[config.mk]
export PLATFORM = sky130hd
export DESIGN_NAME = nvdla_rr_muxn
export DESIGN_NICKNAME = d
export VERILOG_FILES = /design/src/rtl/nvdla_rr_muxn.sv
export SDC_FILE = /design/constraint.sdc
export NUM_CORES = 1
export LEC_CHECK = 0
export CORE_AREA = 3 3 95 97
export DETAILED_ROUTE_END_ITERATION = 8
export DIE_AREA = 0 0 98 100
export GPL_TIMING_DRIVEN = 0
export HOLD_SLACK_MARGIN = 0.05
export PLACE_DENSITY = 0.76
export RECOVER_POWER = 25
export SYNTH_ARGS = -nofsm -noshare
export SYNTH_HDL_FRONTEND = slang
export SYNTH_SLANG_ARGS = --single-unit
export TNS_END_PERCENT = 30
[constraint.sdc]
create_clock -name nvdla_core_clk -period 2.45 [get_ports nvdla_core_clk]
set_input_delay 0.6125 -clock nvdla_core_clk [delete_from_list [all_inputs] [get_ports nvdla_core_clk]]
set_output_delay 0.6125 -clock nvdla_core_clk [all_outputs]
set_load 0.02 [all_outputs]
[src/rtl/nvdla_rr_muxn.sv]
// nvdla_rr_muxn: N-channel registered multiplexer with valid/ready handshake,
// round-robin arbitration and packet locking. While a multi-beat packet is in
// flight, only its source channel is considered, so packets never interleave.
module nvdla_rr_muxn #(
  parameter  int WIDTH = 32,
  parameter  int NCH   = 4,
  localparam int CW    = (NCH > 1) ? $clog2(NCH) : 1
) (
  input  logic                 nvdla_core_clk,
  input  logic                 nvdla_core_rst,
  input  logic [NCH-1:0]       in_vld,
  output logic [NCH-1:0]       in_rdy,
  input  logic [NCH*WIDTH-1:0] in_pd,
  input  logic [NCH-1:0]       in_last,
  output logic                 out_vld,
  input  logic                 out_rdy,
  output logic [WIDTH-1:0]     out_pd,
  output logic                 out_last,
  output logic [CW-1:0]        out_src
);

  typedef enum logic {
    ST_UNLOCKED = 1'b0,
    ST_LOCKED   = 1'b1
  } lock_state_e;

  localparam logic [CW:0]   NCH_W  = (CW+1)'(NCH);
  localparam logic [CW-1:0] LAST_CH = CW'(NCH - 1);

  lock_state_e         state_q;
  logic [CW-1:0]       ptr_q;
  logic [CW-1:0]       lock_ch_q;
  logic                out_vld_q;
  logic [WIDTH-1:0]    out_pd_q;
  logic                out_last_q;
  logic [CW-1:0]       out_src_q;

  logic                ld;
  logic                acc;
  logic [NCH-1:0]      grant;
  logic                sel_vld;
  logic [CW-1:0]       sel_idx;
  logic [CW:0]         scan;
  logic [CW-1:0]       cand;
  logic [WIDTH-1:0]    sel_pd;
  logic                sel_last;
  logic [CW-1:0]       ptr_d;

  // Arbitration: locked channel only, else first requester at or after ptr.
  always_comb begin
    // NOTE: every variable gets a default first so no path leaves it unassigned
    // (which would infer a latch).
    grant   = '0;
    sel_vld = 1'b0;
    sel_idx = '0;
    scan    = '0;
    cand    = '0;
    if (state_q == ST_LOCKED) begin
      sel_idx = lock_ch_q;
      sel_vld = in_vld[lock_ch_q];
    end else begin
      for (int k = 0; k < NCH; k++) begin
        scan = {1'b0, ptr_q} + (CW+1)'(k);
        if (scan >= NCH_W) scan = scan - NCH_W;
        cand = scan[CW-1:0];
        if (!sel_vld && in_vld[cand]) begin
          sel_vld = 1'b1;
          sel_idx = cand;
        end
      end
    end
    grant[sel_idx] = sel_vld;
  end

  assign ld       = !out_vld_q || out_rdy;
  assign acc      = sel_vld && ld;
  assign in_rdy   = grant & {NCH{ld}};
  assign sel_pd   = in_pd[int'(sel_idx) * WIDTH +: WIDTH];
  assign sel_last = in_last[sel_idx];
  assign ptr_d    = (sel_idx == LAST_CH) ? '0 : sel_idx + CW'(1);

  // Output register and lock FSM, both advanced by the accept handshake.
  always_ff @(posedge nvdla_core_clk) begin
    // NOTE: sequential state uses non-blocking assignments so every register
    // samples the pre-edge values regardless of statement order.
    if (nvdla_core_rst) begin
      state_q    <= ST_UNLOCKED;
      ptr_q      <= '0;
      lock_ch_q  <= '0;
      out_vld_q  <= 1'b0;
      out_pd_q   <= '0;
      out_last_q <= 1'b0;
      out_src_q  <= '0;
    end else begin
      if (ld) begin
        out_vld_q <= acc;
        if (acc) begin
          out_pd_q   <= sel_pd;
          out_last_q <= sel_last;
          out_src_q  <= sel_idx;
        end
      end
      if (acc) begin
        if (state_q == ST_UNLOCKED) begin
          if (sel_last) begin
            ptr_q <= ptr_d;
          end else begin
            state_q   <= ST_LOCKED;
            lock_ch_q <= sel_idx;
          end
        end else if (sel_last) begin
          state_q <= ST_UNLOCKED;
          ptr_q   <= ptr_d;
        end
      end
    end
  end

  assign out_vld  = out_vld_q;
  assign out_pd   = out_pd_q;
  assign out_last = out_last_q;
  assign out_src  = out_src_q;

endmodule

==> results.sh <==
export IMPL_grt_antenna_before_repair=0
export IMPL_max_slew_margin_rel_pct=66.5
export IMPL_cts_sinks=41
export IMPL_rsz0062_at_grt="true"
export IMPL_area_growth_syn_to_layout_pct=91.7
export IMPL_grt_overflow_total=0
export IMPL_wire_per_inst_um=17.4
export IMPL_place_area_um2=4700
export IMPL_dp_hpwl_mm=8.49
export IMPL_ys_types=43
export IMPL_grt_pass1_vias=3667
export IMPL_grt_pass1_wl_mm=18.2
export IMPL_yosysTopAreaCell="dfxtp_1"
export IMPL_cts_hold_buffers_added=0
export IMPL_period_needed_ns=2.57
export IMPL_ys_ff_latch=41
export IMPL_crit_arrival_ns=1.96
export IMPL_ctsLongestPathBuffers=2
export IMPL_tritoncts="yes"
export IMPL_met2_usage_pct=41.5
export IMPL_antenna_left=0
export IMPL_synth_top_area_share_pct=30.4
export IMPL_startpoint_type="input pin"
export IMPL_worst_slew_pin_slew_ns=0.502
export IMPL_start_util_pct=32.8
export IMPL_reg2regPathDepth=12
export IMPL_final_area_um2=5170
export IMPL_fp_row_count=33
export IMPL_drc=0
export IMPL_viasPerCell=5.28
export IMPL_ys_seq_area_share_pct=30.4
export IMPL_drtPass1Iterations=4
export IMPL_path_cells="buf_8 > mux4_2 > o22ai_4 > or2_1 > buf_6 > buf_4 > nor2_4 > buf_6"
export IMPL_cp_end_kind="primary output"
export IMPL_port_buffers=178
export IMPL_ys_flop_type="dfxtp_1"
export IMPL_avgSynthCellArea_um2=7.98
export IMPL_min_path_type="flip-flop to flip-flop"
export IMPL_clkTransAtPathRegs_ns=0.08
export IMPL_dieHeight_um=100
export IMPL_syn_num_nets=478
export IMPL_synth_edf_count=0
export IMPL_timing_final_ws_setup_ns=-0.120
export IMPL_hold_ws_ns=0.449
export IMPL_crit_required_ns=1.84
export IMPL_static_leakage_power_uw=0.00212
export IMPL_gp_congestion=0.829
export IMPL_clockRootBuffer="clkbuf_8"
export IMPL_ys_warn_count=0
export IMPL_skew_ns=0.00381
export IMPL_synth_cell_area_um2=2700
export IMPL_synthArstFlopShare_pct=0
export IMPL_dieWidth_um=98
export IMPL_hold_path_startpoint="out_pd[27]"
export IMPL_grt_use_met3_pct=5.28
export IMPL_crit_type="input pin to primary output"
export IMPL_path_common_cell="buf_6"
export IMPL_cts_made_buffers=5
export IMPL_violations="negative setup slack"
export IMPL_hold_violations=0
export IMPL_drv_slew=0
export IMPL_synthTopCellsByArea="dfxtp_1, a211oi_1, and3_1"
export IMPL_htreeDepth=2
export IMPL_ir_drop_mv=0.520
export IMPL_ios=179
export IMPL_core_area_um2=8220
export IMPL_whs_endpoint="out_pd[27]"
export IMPL_drv_cap=0
export IMPL_clock_latency_ns=0.29
export IMPL_grt_busiest_layer="met2"
export IMPL_drive_above_1_share_pct=16.2
export IMPL_rr_endpoint="out_pd[22]"
export IMPL_finalNetCount=690
export IMPL_worst_path_max_delay_cell="mux4_2"
export IMPL_vias=3459
export IMPL_grtUsageTotal_pct=22.9
export IMPL_slowest_delay_ns=0.50
export IMPL_setup_viol=4
export IMPL_synth_cells=338
export IMPL_drtIter0Drc=82
export IMPL_rrSetupSlack_ns=0.11
export IMPL_status="complete, but fails checks"
export IMPL_critPathMaxFanout=7
export IMPL_diodes=0
export IMPL_max_freq_ghz=0.389
export IMPL_r2r_start="lock_ch_q[0]"
export IMPL_power_density_nw_per_um2=1180
export IMPL_use_met1_pct=26.7
export IMPL_p_total_uw=6080
export IMPL_grt_max_degree=15
export IMPL_layout_worst_path_cycle_share_pct=105
export IMPL_holdPathStages=2
export IMPL_dieArea_um2=9800
export IMPL_wirelength_mm=11.4
-- layout by cell type, fill, tap and decap left out, types with 5 or more instances in the layout --
master	instances
a211oi_1	66
dlygate4sd3_1	18
clkbuf_8	6
and3_1	65
nor2_1	5
o31ai_1	32
buf_12	5
clkdlybuf4s50_1	151
buf_2	5
buf_6	9
dfxtp_1	37
clkbuf_1	18
nand2_1	39
buf_4	25
-- kinds of logic (layout without fill, tap and decap cells) --
kind of cell             Yosys count  after routing  synth area share (%)
AND/OR/NAND/NOR                  137            137                  27.3
AO/OA/AOI/OAI                    113            113                  33.0
buffers and inverters             42            254                  6.91
flip-flops                        41             41                  30.4
multiplexers                       4              4                  1.95
adder cells (fa/ha/maj)            1              1                 0.464
-- metal layers --
| metal | part of all wire, % | wire length (um) |
|---|---|---|
| met2 | 51 | 5860 |
| met3 | 7.3 | 830 |
| met1 | 40 | 4520 |
| met5 | 0 | 0 |
| met4 | 1.7 | 197 |
-- through the flow --
step	cells	setup TNS (ns)	utilization, %	worst slack [ns]
2_1_floorplan	338	-0.0634	-	-0.0417
3_3_place_gp	621	-24.72	57.1	-1.47
3_5_place_dp	621	-26.98	57.1	-1.54
4_1_cts	651	-0.430	61.9	-0.143
5_1_grt	655	-0.618	62.9	-0.193
6_report	655	-0.383	62.9	-0.120
-- power by group --
group	internal (uW)	switching, uW
combinational	2100	2440
sequential	927	149
clock	224	237
-- timing repair --
action / in CTS / in global routing
setup buffers: 24 / 4
endpoints found under the setup margin: 43 / 34
pin swaps: 15 / 7
gates resized for setup: 77 / 22
-- state kept, by name, indices dropped and copies added, names as in the netlist --
signal     flops
lock_ch_q      2
out_last       1
out_pd        32
out_src        2
out_vld        1
ptr_q          2
state_q        1
-- worst max path at each step --
stage / from / endpoint / slack, ns / depth (start not counted)
4_1_cts: in_vld[1] / in_rdy[3] / -0.14 / 11
3_3_place_gp: in_vld[2] / in_rdy[3] / -1.47 / 10
5_1_grt: in_vld[2] / in_rdy[3] / -0.19 / 11
6_report: in_vld[3] / in_rdy[3] / -0.12 / 8
3_5_place_dp: in_vld[2] / in_rdy[3] / -1.54 / 10
2_1_floorplan: in_vld[3] / in_rdy[3] / -0.04 / 10
-- critical path: cells and delay by family --
kind            cells  cell delay, ns
buf+inv             4            0.48
mux                 1            0.50
simple gates        2            0.17
compound gates      1            0.20
-- cell type report --
class | instances | area, um2
Buffer | 33 | 216
Clock buffer | 7 | 86.3
Fill cell | 714 | 3050
Inverter | 8 | 47.5
Multi-Input combinational cell | 255 | 1810
Sequential cell | 41 | 828
Tap cell | 105 | 131
Timing Repair Buffer | 206 | 2050
-- cells in the mapped netlist (2+ instances only) --
master / count
inv_2: 2
a211oi_1: 66
dfxtp_1: 41
nor2b_1: 4
mux2i_1: 3
buf_1: 2
nor2_1: 8
nor3_1: 3
buf_2: 8
clkbuf_1: 20
o31ai_1: 32
a21oi_1: 2
buf_4: 3
inv_1: 5
nand2b_1: 3
nand4_1: 4
and3_1: 65
nand2_1: 42
No activity file was read; power rests on OpenSTA's default activity.
